===== config.mk =====
export PLATFORM = sky130hd
export DESIGN_NAME = alu_serial_ctrl_flat
export DESIGN_NICKNAME = d
export VERILOG_FILES = /design/src/rtl/alu_serial_ctrl_if.sv /design/src/rtl/alu_serial_ctrl.sv /design/src/flat_wrapper.sv
export SDC_FILE = /design/constraint.sdc
export NUM_CORES = 1
export LEC_CHECK = 0
export ABC_AREA = 1
export BUFFER_PORTS_ARGS = -buffer_cell sky130_fd_sc_hd__buf_2
export CORE_AREA = 4 4 108 110
export CTS_BUF_LIST = sky130_fd_sc_hd__clkbuf_2
export DETAILED_ROUTE_END_ITERATION = 8
export DIE_AREA = 0 0 112 114
export PLACE_DENSITY = 0.84
export SYNTH_ARGS = -nofsm -noshare
export SYNTH_HDL_FRONTEND = slang
export SYNTH_SLANG_ARGS = --single-unit

===== constraint.sdc =====
create_clock -name clk -period 1.8 [get_ports clk]
set_input_delay 0.09 -clock clk [delete_from_list [all_inputs] [get_ports clk]]
set_output_delay 0.09 -clock clk [all_outputs]
set_load 0.03 [all_outputs]

===== src/rtl/alu_serial_ctrl_if.sv =====
// Request/result bus of the bit-serial ALU sequencer.
// The abort input exists only when ALU_SERIAL_ABORT_EN is defined.
interface alu_serial_ctrl_if #(
  parameter int unsigned WIDTH = 32
);
  logic             start;
  logic [3:0]       op;
  logic [WIDTH-1:0] a;
  logic [WIDTH-1:0] b;
`ifdef ALU_SERIAL_ABORT_EN
  logic             abort;
`endif
  logic             busy;
  logic             done;
  logic [WIDTH-1:0] result;
  logic             zero;
  logic             carry_out;
  logic             overflow;

  modport master (
    output start, op, a, b,
`ifdef ALU_SERIAL_ABORT_EN
    output abort,
`endif
    input  busy, done, result, zero, carry_out, overflow
  );

  modport slave (
    input  start, op, a, b,
`ifdef ALU_SERIAL_ABORT_EN
    input  abort,
`endif
    output busy, done, result, zero, carry_out, overflow
  );
endinterface


===== src/rtl/alu_serial_ctrl.sv =====
// Bit-serial ALU: one 1-bit slice evaluated LSB first, one bit per clock.
// Optional abort input enabled by defining ALU_SERIAL_ABORT_EN.
module alu_serial_ctrl #(
  parameter int unsigned WIDTH = 32
) (
  input  logic              clk,
  input  logic              rst,
  alu_serial_ctrl_if.slave  bus
);
  localparam int unsigned CW = $clog2(WIDTH);

  typedef enum logic [1:0] {IDLE, RUN, FINISH} state_t;

  state_t           state;
  logic [WIDTH-1:0] a_sh, b_sh, res_sh;
  logic [3:0]       op_q;
  logic [CW-1:0]    cnt;
  logic             carry, cin_msb, msb_sum;
  logic             busy_q, done_q, zero_q, carry_out_q, overflow_q;
  logic [WIDTH-1:0] result_q;

  logic             aa_c, bb_c, sum_c, cout_c, bit_c, ovf_c, abort_c;
  logic [WIDTH-1:0] final_c;

`ifdef ALU_SERIAL_ABORT_EN
  assign abort_c = bus.abort;
`else
  assign abort_c = 1'b0;
`endif

  // One ALU slice; the less input is tied low while bits are shifted.
  always_comb begin
    aa_c   = a_sh[0] ^ op_q[3];
    bb_c   = b_sh[0] ^ op_q[2];
    sum_c  = aa_c ^ bb_c ^ carry;
    cout_c = (aa_c & bb_c) | (carry & (aa_c ^ bb_c));
    bit_c  = 1'b0;
    case (op_q[1:0])
      2'b00:   bit_c = aa_c & bb_c;
      2'b01:   bit_c = aa_c | bb_c;
      2'b10:   bit_c = sum_c;
      default: bit_c = 1'b0;
    endcase
  end

  // Set-less-than uses the corrected sign: MSB sum XOR signed overflow.
  always_comb begin
    ovf_c   = cin_msb ^ carry;
    final_c = res_sh;
    if (op_q[1:0] == 2'b11) final_c = WIDTH'(msb_sum ^ ovf_c);
  end

  always_ff @(posedge clk) begin
    if (rst) begin
      state       <= IDLE;
      a_sh        <= '0;
      b_sh        <= '0;
      res_sh      <= '0;
      op_q        <= '0;
      cnt         <= '0;
      carry       <= 1'b0;
      cin_msb     <= 1'b0;
      msb_sum     <= 1'b0;
      busy_q      <= 1'b0;
      done_q      <= 1'b0;
      result_q    <= '0;
      zero_q      <= 1'b0;
      carry_out_q <= 1'b0;
      overflow_q  <= 1'b0;
    end else begin
      done_q <= 1'b0;
      if (abort_c && busy_q) begin
        state  <= IDLE;
        busy_q <= 1'b0;
      end else begin
        case (state)
          IDLE: begin
            if (bus.start) begin
              a_sh   <= bus.a;
              b_sh   <= bus.b;
              op_q   <= bus.op;
              carry  <= bus.op[2];
              cnt    <= '0;
              busy_q <= 1'b1;
              state  <= RUN;
            end
          end
          RUN: begin
            res_sh <= {bit_c, res_sh[WIDTH-1:1]};
            a_sh   <= a_sh >> 1;
            b_sh   <= b_sh >> 1;
            carry  <= cout_c;
            if (cnt == CW'(WIDTH - 1)) begin
              msb_sum <= sum_c;
              cin_msb <= carry;
              state   <= FINISH;
            end else begin
              cnt <= cnt + CW'(1);
            end
          end
          FINISH: begin
            result_q    <= final_c;
            zero_q      <= (final_c == '0);
            carry_out_q <= carry;
            overflow_q  <= ovf_c;
            done_q      <= 1'b1;
            busy_q      <= 1'b0;
            state       <= IDLE;
          end
          default: state <= IDLE;
        endcase
      end
    end
  end

  assign bus.busy      = busy_q;
  assign bus.done      = done_q;
  assign bus.result    = result_q;
  assign bus.zero      = zero_q;
  assign bus.carry_out = carry_out_q;
  assign bus.overflow  = overflow_q;
endmodule


===== src/flat_wrapper.sv =====
// flat-port wrapper written by rule: the top's interface ports become plain ports
module alu_serial_ctrl_flat 
#(
  parameter int unsigned WIDTH = 32
)
  (clk, rst, bus_start, bus_op, bus_a, bus_b, bus_busy, bus_done, bus_result, bus_zero, bus_carry_out, bus_overflow);
  alu_serial_ctrl_if #(.WIDTH(WIDTH)) bus_i ();
  input  logic clk;
  input  logic rst;
  input wire logic [$bits(bus_i.start)-1:0] bus_start;
  input wire logic [$bits(bus_i.op)-1:0] bus_op;
  input wire logic [$bits(bus_i.a)-1:0] bus_a;
  input wire logic [$bits(bus_i.b)-1:0] bus_b;
  output wire logic [$bits(bus_i.busy)-1:0] bus_busy;
  output wire logic [$bits(bus_i.done)-1:0] bus_done;
  output wire logic [$bits(bus_i.result)-1:0] bus_result;
  output wire logic [$bits(bus_i.zero)-1:0] bus_zero;
  output wire logic [$bits(bus_i.carry_out)-1:0] bus_carry_out;
  output wire logic [$bits(bus_i.overflow)-1:0] bus_overflow;
  assign bus_i.start = bus_start;
  assign bus_i.op = bus_op;
  assign bus_i.a = bus_a;
  assign bus_i.b = bus_b;
  assign bus_busy = bus_i.busy;
  assign bus_done = bus_i.done;
  assign bus_result = bus_i.result;
  assign bus_zero = bus_i.zero;
  assign bus_carry_out = bus_i.carry_out;
  assign bus_overflow = bus_i.overflow;
  alu_serial_ctrl #(.WIDTH(WIDTH)) u_core (.clk(clk), .rst(rst), .bus(bus_i));
endmodule

==> impl_summary.log <==
INFO  metric detail-route-antenna-nets = 0
INFO  metric area_growth_syn_to_layout = 26.41%
INFO  metric power.static_leakage = 3.824 nW
INFO  metric grt_total_ovfl = 0
INFO  metric dp.cells = between 1000 and 1500
INFO  metric mostFrequentLayoutCells = 242 x sky130_fd_sc_hd__nand2_1, 147 x sky130_fd_sc_hd__dfxtp_1, 107 x sky130_fd_sc_hd__buf_2
INFO  metric regToRegSetupSlack = 0.14 ns
INFO  metric hold-worst-slack = about 0.22 ns
INFO  metric yosysWarnings = 0
INFO  metric total_routed_length = 15.08 mm
INFO  metric outcome = completed
INFO  metric proportion_of_layout_cells_with_a_drive_suffix_above_1 = between 10% and 20%
INFO  metric wl_per_cell = approximately 13 µm
INFO  metric synthArstFlopShare = 0%
INFO  metric grt_pass1_vias = between 5000 and 6000
INFO  metric share_seq_of_total_power = a little under three fifths
INFO  metric report.final.slew_viol_count = 0
INFO  metric crit_path_top_delay_cell = sky130_fd_sc_hd__dlygate4sd3_1
INFO  metric clock_tree_from_tritoncts = built
INFO  metric post-synth-top-area-fraction = between 40 and 50%
INFO  metric power.ir.vdd_worst = approximately 0.44 mV
INFO  metric ctsRootBufferMaster = sky130_fd_sc_hd__clkbuf_2
INFO  metric cts_buffers = 17
INFO  metric rsz0062_at_grt = false
INFO  metric antenna_found_initial = 0
INFO  metric ys_types = 30
INFO  metric layout.nets = between 1000 and 1500
INFO  metric number_of_failing_setup_endpoints_in_the_final_timing_report = 0
INFO  metric timing.critical_path.max_delay_family = buffers and inverters
INFO  metric place.gp.congestion = roughly 0.78
INFO  metric worst_setup_path_end_kind = register
INFO  metric final.fill_count = between 800 and 900
INFO  metric initial_utilization = between 50% and 60%
INFO  metric port-buffer-count = roughly 110
INFO  metric fin_setup_tns = 0 ns
INFO  metric drt_pre_antenna_iters = 8
INFO  metric power_frac_clock = between 20% and 30%
INFO  metric fp.coreArea = between 10000 and 15000 µm²
INFO  metric fp.dieW = ~110 µm
INFO  metric net_count_of_the_mapped_netlist = 926
INFO  metric critPathMaxFanout = 9
INFO  metric ios = ~110
INFO  metric r2r_cells = 5
INFO  metric routed-via-count = 6047
INFO  metric clock_skew = ~0.031 ns
INFO  metric global_route_wire_length_before_repair = ~26 mm
INFO  metric drc = 0
INFO  metric synthesis.area_per_instance = slightly above 7 µm²
INFO  metric synth-edff-count = 0
INFO  metric synth.cell_area = ~6100 µm²
INFO  metric p_sw = around 2.0 mW
INFO  metric synthDominantAreaCellType = sky130_fd_sc_hd__dfxtp_1
INFO  metric holdPathEnd = u_core.b_sh[7]
INFO  metric detailed_place_hpwl = around 8.6 mm
INFO  metric rr_endpoint = u_core.carry
INFO  metric final_critical_path_setup_slack = roughly 0.14 ns
INFO  metric placementRows = 38
INFO  metric kind_of_start_point_of_the_critical_path = register
INFO  metric timing.final.crit_period = about 1.7 ns
INFO  metric synth_seq_area_share = 48.52%
INFO  metric grt_max_degree = 77
INFO  metric post_synth_main_area_contributors = sky130_fd_sc_hd__dfxtp_1 49%, sky130_fd_sc_hd__nand2_1 15%, sky130_fd_sc_hd__o21ai_0 6.8%
INFO  metric pre_cts_setup_slack = about 0.23 ns
INFO  metric worst_slew_margin_rel = a little under two thirds
INFO  metric criticalPathCategory = reg -> reg
INFO  metric chipHeight = 114 µm
INFO  metric clock_path_buffers = 2
INFO  metric hold_class = in -> reg
INFO  metric timing_hold_violations_final = 0
INFO  metric worst_hold_startpoint = bus_b[7]
INFO  metric maximum_capacitance_violations = 0
INFO  metric cp_data_required_time = 2.38 ns
INFO  metric post_layout_instance_count_excluding_filler_cells = approximately 1200
INFO  metric grt_use_total = approximately a quarter
INFO  metric combPwrFrac = about 15%
INFO  metric htree_num_levels = 4
INFO  metric p_per_area = approximately 820 nW/µm²
INFO  metric critPathMaxStageDelay = between 0.5 and 0.6 ns
INFO  metric min_period_over_period = 92.34%
INFO  metric critical_path.cell_chain = inv_2, nand3_2, nor2_1, dlygate4sd3_1, a211oi_2
INFO  metric arrival_time_at_the_worst_endpoint = about 2.3 ns
INFO  metric total_power = 6.260 mW
INFO  metric avgViaCountPerCell = between 5 and 6
INFO  metric die-area = around 13000 µm²
INFO  metric leading_cell_type_in_the_layout_fill_and_taps_excluded = sky130_fd_sc_hd__nand2_1
INFO  metric rr_startpoint = u_core.state[1]
INFO  metric clk_pin_slew = 0.25 ns
INFO  metric p_sw_share = a little under a third
INFO  metric detailed_route_iter0_violations = 440
INFO  metric worstHoldPathCells = 4
INFO  metric timing_worst_slew_pin_value = 0.5432 ns
INFO  metric count_of_mapped_cells_out_of_synthesis = 850
INFO  metric max_freq = ~600 MHz
INFO  metric insertion_delay = around 0.67 ns
INFO  metric antenna_cells = 0
INFO  metric internal-power = between 4 and 5 mW
INFO  metric synth_seq_cells = about 150
INFO  metric numClockSinks = ~150
INFO  metric dominantRegCellSynth = sky130_fd_sc_hd__dfxtp_1
INFO  metric path_buf_inv = 2
synth_stat cells (2+ instances only):
cell type	instances
sky130_fd_sc_hd__nand3_1	59
sky130_fd_sc_hd__o21ai_0	83
sky130_fd_sc_hd__nand2_1	242
sky130_fd_sc_hd__nor3_1	5
sky130_fd_sc_hd__inv_1	68
sky130_fd_sc_hd__buf_6	6
sky130_fd_sc_hd__dfxtp_1	147
sky130_fd_sc_hd__a21oi_1	56
sky130_fd_sc_hd__buf_1	4
sky130_fd_sc_hd__clkbuf_1	34
sky130_fd_sc_hd__o31ai_1	3
sky130_fd_sc_hd__a22oi_1	13
sky130_fd_sc_hd__nand2_2	2
sky130_fd_sc_hd__a31oi_1	3
sky130_fd_sc_hd__inv_2	6
sky130_fd_sc_hd__ha_1	4
sky130_fd_sc_hd__nor2_1	95
sky130_fd_sc_hd__buf_2	8
power by group through the flow:
| stage | Combinational (mW) | Sequential [mW] | Clock [mW] |
|---|---|---|---|
| finish | 0.954 | 3.56 | 1.75 |
| floorplan | 0.590 | 3.59 | 0 |
| detailed placement | 0.806 | 3.61 | 0 |
| global placement | 0.787 | 3.61 | 0 |
| global route | 1.08 | 3.58 | 1.96 |
| CTS | 0.935 | 3.55 | 1.80 |
layout make-up:
type | count | area [µm²] | area share [%]
timing repair buffer | 196 | 1451 | 18.93
inverter | 74 | 279.0 | 3.640
multi-input combinational | 577 | 2596 | 33.87
clock buffer | 17 | 85.08 | 1.110
tap | 140 | 175.2 | 2.285
sequential | 147 | 2943 | 38.39
clock inverter | 15 | 136.4 | 1.779
registers in the layout, indices dropped and copies added, names as in the netlist:
| name | count |
|---|---|
| u_core.cin_msb | 1 |
| u_core.bus.zero | 1 |
| u_core.a_sh | 32 |
| u_core.state | 2 |
| u_core.b_sh | 32 |
| u_core.bus.overflow | 1 |
| u_core.bus.carry_out | 1 |
| u_core.op_q | 4 |
| u_core.cnt | 5 |
| u_core.bus.result | 32 |
| u_core.bus.done | 1 |
| u_core.msb_sum | 1 |
| u_core.res_sh | 32 |
| u_core.carry | 1 |
| u_core.bus.busy | 1 |
routing by layer:
layer,wire [µm],global-route usage [%],part of all wire (%),up-vias
li1,-,-,-,3038
met1,6303,29.92,42,2760
met3,904,5.411,6.0,38
met4,350,8.734,2.3,0
met5,0,0,0,-
met2,7526,40.93,50,211
worst max-delay path by stage:
stage / cells past startpoint / from / end
after floorplan: 6 / u_core.a_sh[0] / u_core.res_sh[31]
after global placement: 6 / u_core.a_sh[0] / u_core.res_sh[31]
after detailed placement: 6 / u_core.a_sh[0] / u_core.res_sh[31]
after CTS: 5 / u_core.state[1] / u_core.carry
after global routing: 8 / u_core.cnt[0] / u_core.cnt[2]
final: 5 / u_core.state[1] / u_core.carry
through the flow:
stage / cell area [µm²] / utilization (%)
after detailed placement: 6701 / 62.64
after CTS: 7664 / 71.64
final: 7666 / 71.66
after floorplan: 6065 / -
after global placement: 6701 / 62.64
after global routing: 7666 / 71.66
cell families after synthesis:
family / after synthesis / share of synthesized area, %
flip-flops: 147 / 48.52
XOR/XNOR: 2 / 0.2889
AND/OR/NAND/NOR: 409 / 27.13
adder cells (fa/ha/maj): 5 / 1.155
AO/OA/AOI/OAI: 161 / 14.19
buffers and inverters: 126 / 8.706
timing repair:
action                                 CTS  global route
hold buffers                            74             0
setup buffers                            0             0
resized for setup                        0             1
setup endpoints to repair                0             1
endpoints found under the hold margin   93             0
worst reg2reg max path, delay by kind of cell, from the launching register on:
kind | cells | cell delay [ns]
compound gates | 1 | 0.19
buf+inv | 2 | 0.66
flops | 1 | 0.50
simple gates | 2 | 0.23
No activity file was read; power rests on OpenSTA's default activity.
